### src/rtl/fifo_wr_stream_adapter.sv
// Two-entry skid buffer between a valid/ready producer and an async-FIFO
// write port, with saturating write and stall statistics.
module fifo_wr_stream_adapter #(
  parameter int DSIZE = 8,
  parameter int CNT_W = 16
) (
  input  logic             wclk,
  input  logic             wrst_n,
  input  logic             in_valid,
  input  logic [DSIZE-1:0] in_data,
  output logic             in_ready,
  output logic             winc,
  output logic [DSIZE-1:0] wdata,
  input  logic             wfull,
  input  logic             clr_stats,
  output logic [CNT_W-1:0] wr_count,
  output logic [CNT_W-1:0] stall_count
);

  typedef enum logic [1:0] {
    EMPTY = 2'd0,
    ONE   = 2'd1,
    TWO   = 2'd2
  } state_t;

  localparam logic [CNT_W-1:0] CNT_MAX = '1;
  localparam logic [CNT_W-1:0] CNT_ONE = {{(CNT_W-1){1'b0}}, 1'b1};

  state_t           state, state_nxt;
  logic [DSIZE-1:0] slot0, slot1, slot0_nxt, slot1_nxt;
  logic             push, pop, stall;

  // Ready comes from registered state only, so upstream sees no comb path
  // from wfull. Reset forces EMPTY asynchronously, which drops winc and
  // raises in_ready without waiting for a clock.
  assign in_ready = (state != TWO);
  assign winc     = (state != EMPTY) && !wfull;
  // slot0 is left untouched when the buffer drains, so wdata holds its
  // last value while EMPTY.
  assign wdata    = slot0;
  assign push     = in_valid && in_ready;
  assign pop      = winc;
  assign stall    = (state != EMPTY) && wfull;

  // Occupancy and slot registers.
  always_ff @(posedge wclk or negedge wrst_n) begin
    if (!wrst_n) begin
      state <= EMPTY;
      slot0 <= '0;
      slot1 <= '0;
    end else begin
      state <= state_nxt;
      slot0 <= slot0_nxt;
      slot1 <= slot1_nxt;
    end
  end

  // Next occupancy and slot contents; new words always land behind
  // whatever survives this edge.
  always_comb begin
    state_nxt = state;
    slot0_nxt = slot0;
    slot1_nxt = slot1;
    case (state)
      EMPTY: begin
        if (push) begin
          slot0_nxt = in_data;
          state_nxt = ONE;
        end
      end
      ONE: begin
        if (push && pop) begin
          slot0_nxt = in_data;
        end else if (push) begin
          slot1_nxt = in_data;
          state_nxt = TWO;
        end else if (pop) begin
          state_nxt = EMPTY;
        end
      end
      TWO: begin
        // in_ready is low here, so only a pop can happen.
        if (pop) begin
          slot0_nxt = slot1;
          state_nxt = ONE;
        end
      end
      default: state_nxt = EMPTY;
    endcase
  end

  // Saturating statistics; a clear wins over a same-cycle increment.
  always_ff @(posedge wclk or negedge wrst_n) begin
    if (!wrst_n) begin
      wr_count    <= '0;
      stall_count <= '0;
    end else if (clr_stats) begin
      wr_count    <= '0;
      stall_count <= '0;
    end else begin
      if (pop && (wr_count != CNT_MAX))
        wr_count <= wr_count + CNT_ONE;
      if (stall && (stall_count != CNT_MAX))
        stall_count <= stall_count + CNT_ONE;
    end
  end

endmodule

### config.mk
export PLATFORM = sky130hd
export DESIGN_NAME = fifo_wr_stream_adapter
export DESIGN_NICKNAME = d
export VERILOG_FILES = /design/src/rtl/fifo_wr_stream_adapter.sv
export SDC_FILE = /design/constraint.sdc
export NUM_CORES = 1
export LEC_CHECK = 0
export ABC_CLOCK_PERIOD_IN_PS = 1810
export BUFFER_PORTS_ARGS = -buffer_cell sky130_fd_sc_hd__buf_4
export CORE_ASPECT_RATIO = 0.9
export CORE_UTILIZATION = 37
export DETAILED_ROUTE_END_ITERATION = 16
export GPL_TIMING_DRIVEN = 0
export PLACE_DENSITY_LB_ADDON = 0.2
export SLEW_MARGIN = 10
export SYNTH_ARGS = -nofsm -noshare
export SYNTH_HDL_FRONTEND = slang
export SYNTH_SLANG_ARGS = --single-unit
### constraint.sdc
create_clock -name wclk -period 1.81 [get_ports wclk]
set_clock_uncertainty 0.2 [all_clocks]
set_input_delay 0.181 -clock wclk [delete_from_list [all_inputs] [get_ports wclk]]
set_output_delay 0.181 -clock wclk [all_outputs]
set_load 0.02 [all_outputs]
==> reports/summary.json <==
{
  "mostFrequentLayoutCells": {"value": "sky130_fd_sc_hd__buf_4, sky130_fd_sc_hd__dfrtp_2, sky130_fd_sc_hd__nand2_1"},
  "synth-async-reset-ratio": {"value": 100, "unit": "%"},
  "dominantRegCellSynth": {"value": "sky130_fd_sc_hd__dfrtp_1"},
  "drt-vias-per-instance": {"value": 5.50},
  "origin_of_the_worst_min_delay_path": {"value": "clr_stats"},
  "antenna_left": {"value": 0},
  "crit_fanout": {"value": 5},
  "postSynthNetCount": {"value": 290},
  "final_common_cell": {"value": "sky130_fd_sc_hd__buf_4"},
  "finalNonFillerCells": {"value": 505},
  "stdcell_area": {"value": 4410, "unit": "um2"},
  "critical_path.startpoint_type": {"value": "flip-flop"},
  "tightestPinTransition": {"value": 0.745, "unit": "ns"},
  "initialDrtViolationCount": {"value": 115},
  "post-route-drc-count": {"value": 0},
  "synth_enable_flop_cells": {"value": 0},
  "cts.sinks": {"value": 50},
  "initial_antenna_violation_count": {"value": 0},
  "fmax": {"value": 521, "unit": "MHz"},
  "finalWorstPathRequiredPeriod": {"value": 1.92, "unit": "ns"},
  "cts_made_buffers": {"value": 5},
  "timing.final.hold_violations": {"value": 0},
  "portBuffers": {"value": 53},
  "grt_use_total": {"value": 22.0, "unit": "%"},
  "cts.htree.levels": {"value": 2},
  "chipHeight": {"value": 82.2, "unit": "um"},
  "slew_headroom": {"value": 50.3, "unit": "%"},
  "clkTransAtPathRegs": {"value": 0.11, "unit": "ns"},
  "clk_path_buf_depth": {"value": 2},
  "final_critical_path_setup_slack": {"value": -0.108, "unit": "ns"},
  "placed_cells": {"value": 418},
  "placed_cell_area": {"value": 3310, "unit": "um2"},
  "maxCapViolations": {"value": 0},
  "clock_network_latency_to_the_later_pin_of_the_worst_skew_pair": {"value": 0.31, "unit": "ns"},
  "worstReg2RegStart": {"value": "wr_count[10]$_DFFE_PN0P_"},
  "worstSetupEndpointType": {"value": "flip-flop"},
  "residual_overflow_from_global_routing": {"value": 0},
  "drt_pass1_iterations": {"value": 4},
  "final_core_utilization": {"value": 65.6, "unit": "%"},
  "clockRootBuffer": {"value": "sky130_fd_sc_hd__clkbuf_8"},
  "critical_path_class": {"value": "reg -> reg"},
  "cellPowerDensity": {"value": 630, "unit": "nW/um2"},
  "syn_avg_cell_area": {"value": 9.61, "unit": "um2"},
  "seq_area_frac_synth": {"value": 47.3, "unit": "%"},
  "synthesized_area": {"value": 2640, "unit": "um2"},
  "final.setup.tns": {"value": -0.593, "unit": "ns"},
  "drt_wl_total": {"value": 8.33, "unit": "mm"},
  "status": {"value": "finished with violations"},
  "setup.worst_path.start": {"value": "wr_count[10]$_DFFE_PN0P_"},
  "core-area": {"value": 6730, "unit": "um2"},
  "floorplan.rows": {"value": 28},
  "worst_ir_drop_vdd": {"value": 0.635, "unit": "mV"},
  "routed-via-count": {"value": 2780},
  "yosysWarnings": {"value": 0},
  "ioPinCount": {"value": 55},
  "synth.ff_latch_count": {"value": 50},
  "cp.arrival": {"value": 1.93, "unit": "ns"},
  "required": {"value": 1.82, "unit": "ns"},
  "grt_max_degree": {"value": 51},
  "routabilityCongestion": {"value": 0.857},
  "layout-drive-gt1-share": {"value": 57.3, "unit": "%"},
  "route.detailed.wl_per_inst": {"value": 16.5, "unit": "um"},
  "final_net_count": {"value": 429},
  "violations_in_the_final_reports": {"value": "setup timing"},
  "rsz0062_at_grt": {"value": "yes"},
  "die_width": {"value": 91.1, "unit": "um"},
  "area_growth_syn_to_layout": {"value": 66.9, "unit": "%"},
  "setup_viols_final": {"value": 16},
  "synth_cell_type_count": {"value": 39},
  "detailed_place_hpwl": {"value": 4.56, "unit": "mm"},
  "hold_class": {"value": "in -> reg"},
  "antenna-diode-count": {"value": 0},
  "leakage": {"value": 1.82, "unit": "nW"},
  "synthesis.instances": {"value": 275},
  "grt_pass1_vias": {"value": 2680},
  "cts_tree": {"value": "done"},
  "timing.final.max_slew_violations": {"value": 0},
  "die_outline_area": {"value": 7490, "unit": "um2"},
  "grt_first_pass_wirelength": {"value": 13.1, "unit": "mm"},
  "initial_utilization": {"value": 39.3, "unit": "%"},
  "layout_worst_path_cycle_share": {"value": 106, "unit": "%"}
}
critical path: stages, from the launching register on:
cell and delay (ns):
sky130_fd_sc_hd__dfrtp_2 0.42, sky130_fd_sc_hd__and4_4 0.25, sky130_fd_sc_hd__nand4_1 0.20, sky130_fd_sc_hd__nor4b_2 0.37
sky130_fd_sc_hd__mux2_2 0.36
flip-flops by register name (all words and copies together) (netlist names):
| register | flops |
|---|---|
| state | 2 |
| wr_count | 16 |
| wdata | 8 |
| stall_count | 16 |
| slot1 | 8 |
cells in the mapped netlist, types with 2 or more instances:
cell	instances	area share (%)
sky130_fd_sc_hd__a21oi_1	21	4.0
sky130_fd_sc_hd__clkbuf_1	9	1.3
sky130_fd_sc_hd__nor2b_1	10	2.4
sky130_fd_sc_hd__buf_2	3	0.57
sky130_fd_sc_hd__mux2_2	17	7.2
sky130_fd_sc_hd__o31ai_1	8	2.3
sky130_fd_sc_hd__dfrtp_1	50	47
sky130_fd_sc_hd__or4_1	7	2.0
sky130_fd_sc_hd__nand4_1	7	1.7
sky130_fd_sc_hd__and4_1	4	1.3
sky130_fd_sc_hd__o21ai_0	22	4.2
sky130_fd_sc_hd__a2111oi_0	3	0.99
sky130_fd_sc_hd__nand2b_1	2	0.47
sky130_fd_sc_hd__and2_1	2	0.47
sky130_fd_sc_hd__mux2i_1	9	3.4
sky130_fd_sc_hd__or3_1	10	2.4
sky130_fd_sc_hd__nor3_1	3	0.57
sky130_fd_sc_hd__nand3_1	12	2.3
sky130_fd_sc_hd__inv_1	9	1.3
sky130_fd_sc_hd__nor2_1	17	2.4
sky130_fd_sc_hd__nor4_1	7	1.7
sky130_fd_sc_hd__ha_1	2	0.95
sky130_fd_sc_hd__nand2_1	25	3.5
metal layers:
layer | vias up | global-route usage [%] | share of wire (%)
li1 | 1307 | - | -
met1 | 1399 | 28.0 | 46
met2 | 63 | 39.5 | 49
met3 | 11 | 3.66 | 3.4
met4 | 0 | 6.03 | 1.3
met5 | - | 0 | 0
final cells by class:
| cell class | count | area (um2) |
|---|---|---|
| Timing Repair Buffer | 132 | 1060 |
| Multi-Input combinational cell | 204 | 1720 |
| Fill cell | 546 | 2310 |
| Tap cell | 90 | 113 |
| Clock buffer | 5 | 68.8 |
| Inverter | 9 | 36.3 |
| Buffer | 12 | 93.8 |
| Clock inverter | 3 | 28.8 |
| Sequential cell | 50 | 1290 |
final timing paths:
path                                               end  slack (ns)  cells past startpoint
min                        stall_count[11]$_DFFE_PN0P_        0.07                      3
max reg2reg                   wr_count[15]$_DFFE_PN0P_       -0.11                      4
max in group asynchronous      wr_count[5]$_DFFE_PN0P_        0.68                      2
min reg2reg                       wdata[4]$_DFFE_PN0P_        0.29                      2
min in group asynchronous     wr_count[11]$_DFFE_PN0P_        0.24                      2
max                           wr_count[15]$_DFFE_PN0P_       -0.11                      4
timing repair:
action | in CTS | in global routing
endpoints found under the hold margin | 67 | 0
setup buffers | 51 | 18
hold buffers | 10 | 0
resized for setup | 47 | 42
pin swaps | 19 | 33
endpoints found under the setup margin | 43 | 36
through the flow:
stage | worst slack (ns) | hold slack [ns] | power [W]
2_1_floorplan | -0.166 | -0.315 | 0.00170
3_3_place_gp | -0.291 | 0.0704 | 0.00191
3_5_place_dp | -0.321 | 0.0659 | 0.00193
4_1_cts | -0.0781 | 0.0767 | 0.00277
5_1_grt | -0.140 | 0.0901 | 0.00292
6_report | -0.108 | 0.0749 | 0.00278
cells by family after synthesis:
logic type,after synthesis,synth area share (%)
AO/OA/AOI/OAI,62,14.0
flip-flops,50,47.3
XOR/XNOR,2,0.663
adder cells (fa/ha/maj),2,0.946
AND/OR/NAND/NOR,112,23.3
buffers and inverters,21,3.12
multiplexers,26,10.6
report_power, final:
group	total (W)	internal (W)	switching (W)
combinational	0.000700	0.000343	0.000357
sequential	0.00135	0.00127	0.0000826
clock	0.000731	0.000290	0.000440
Power figures use the tool's default switching activity.
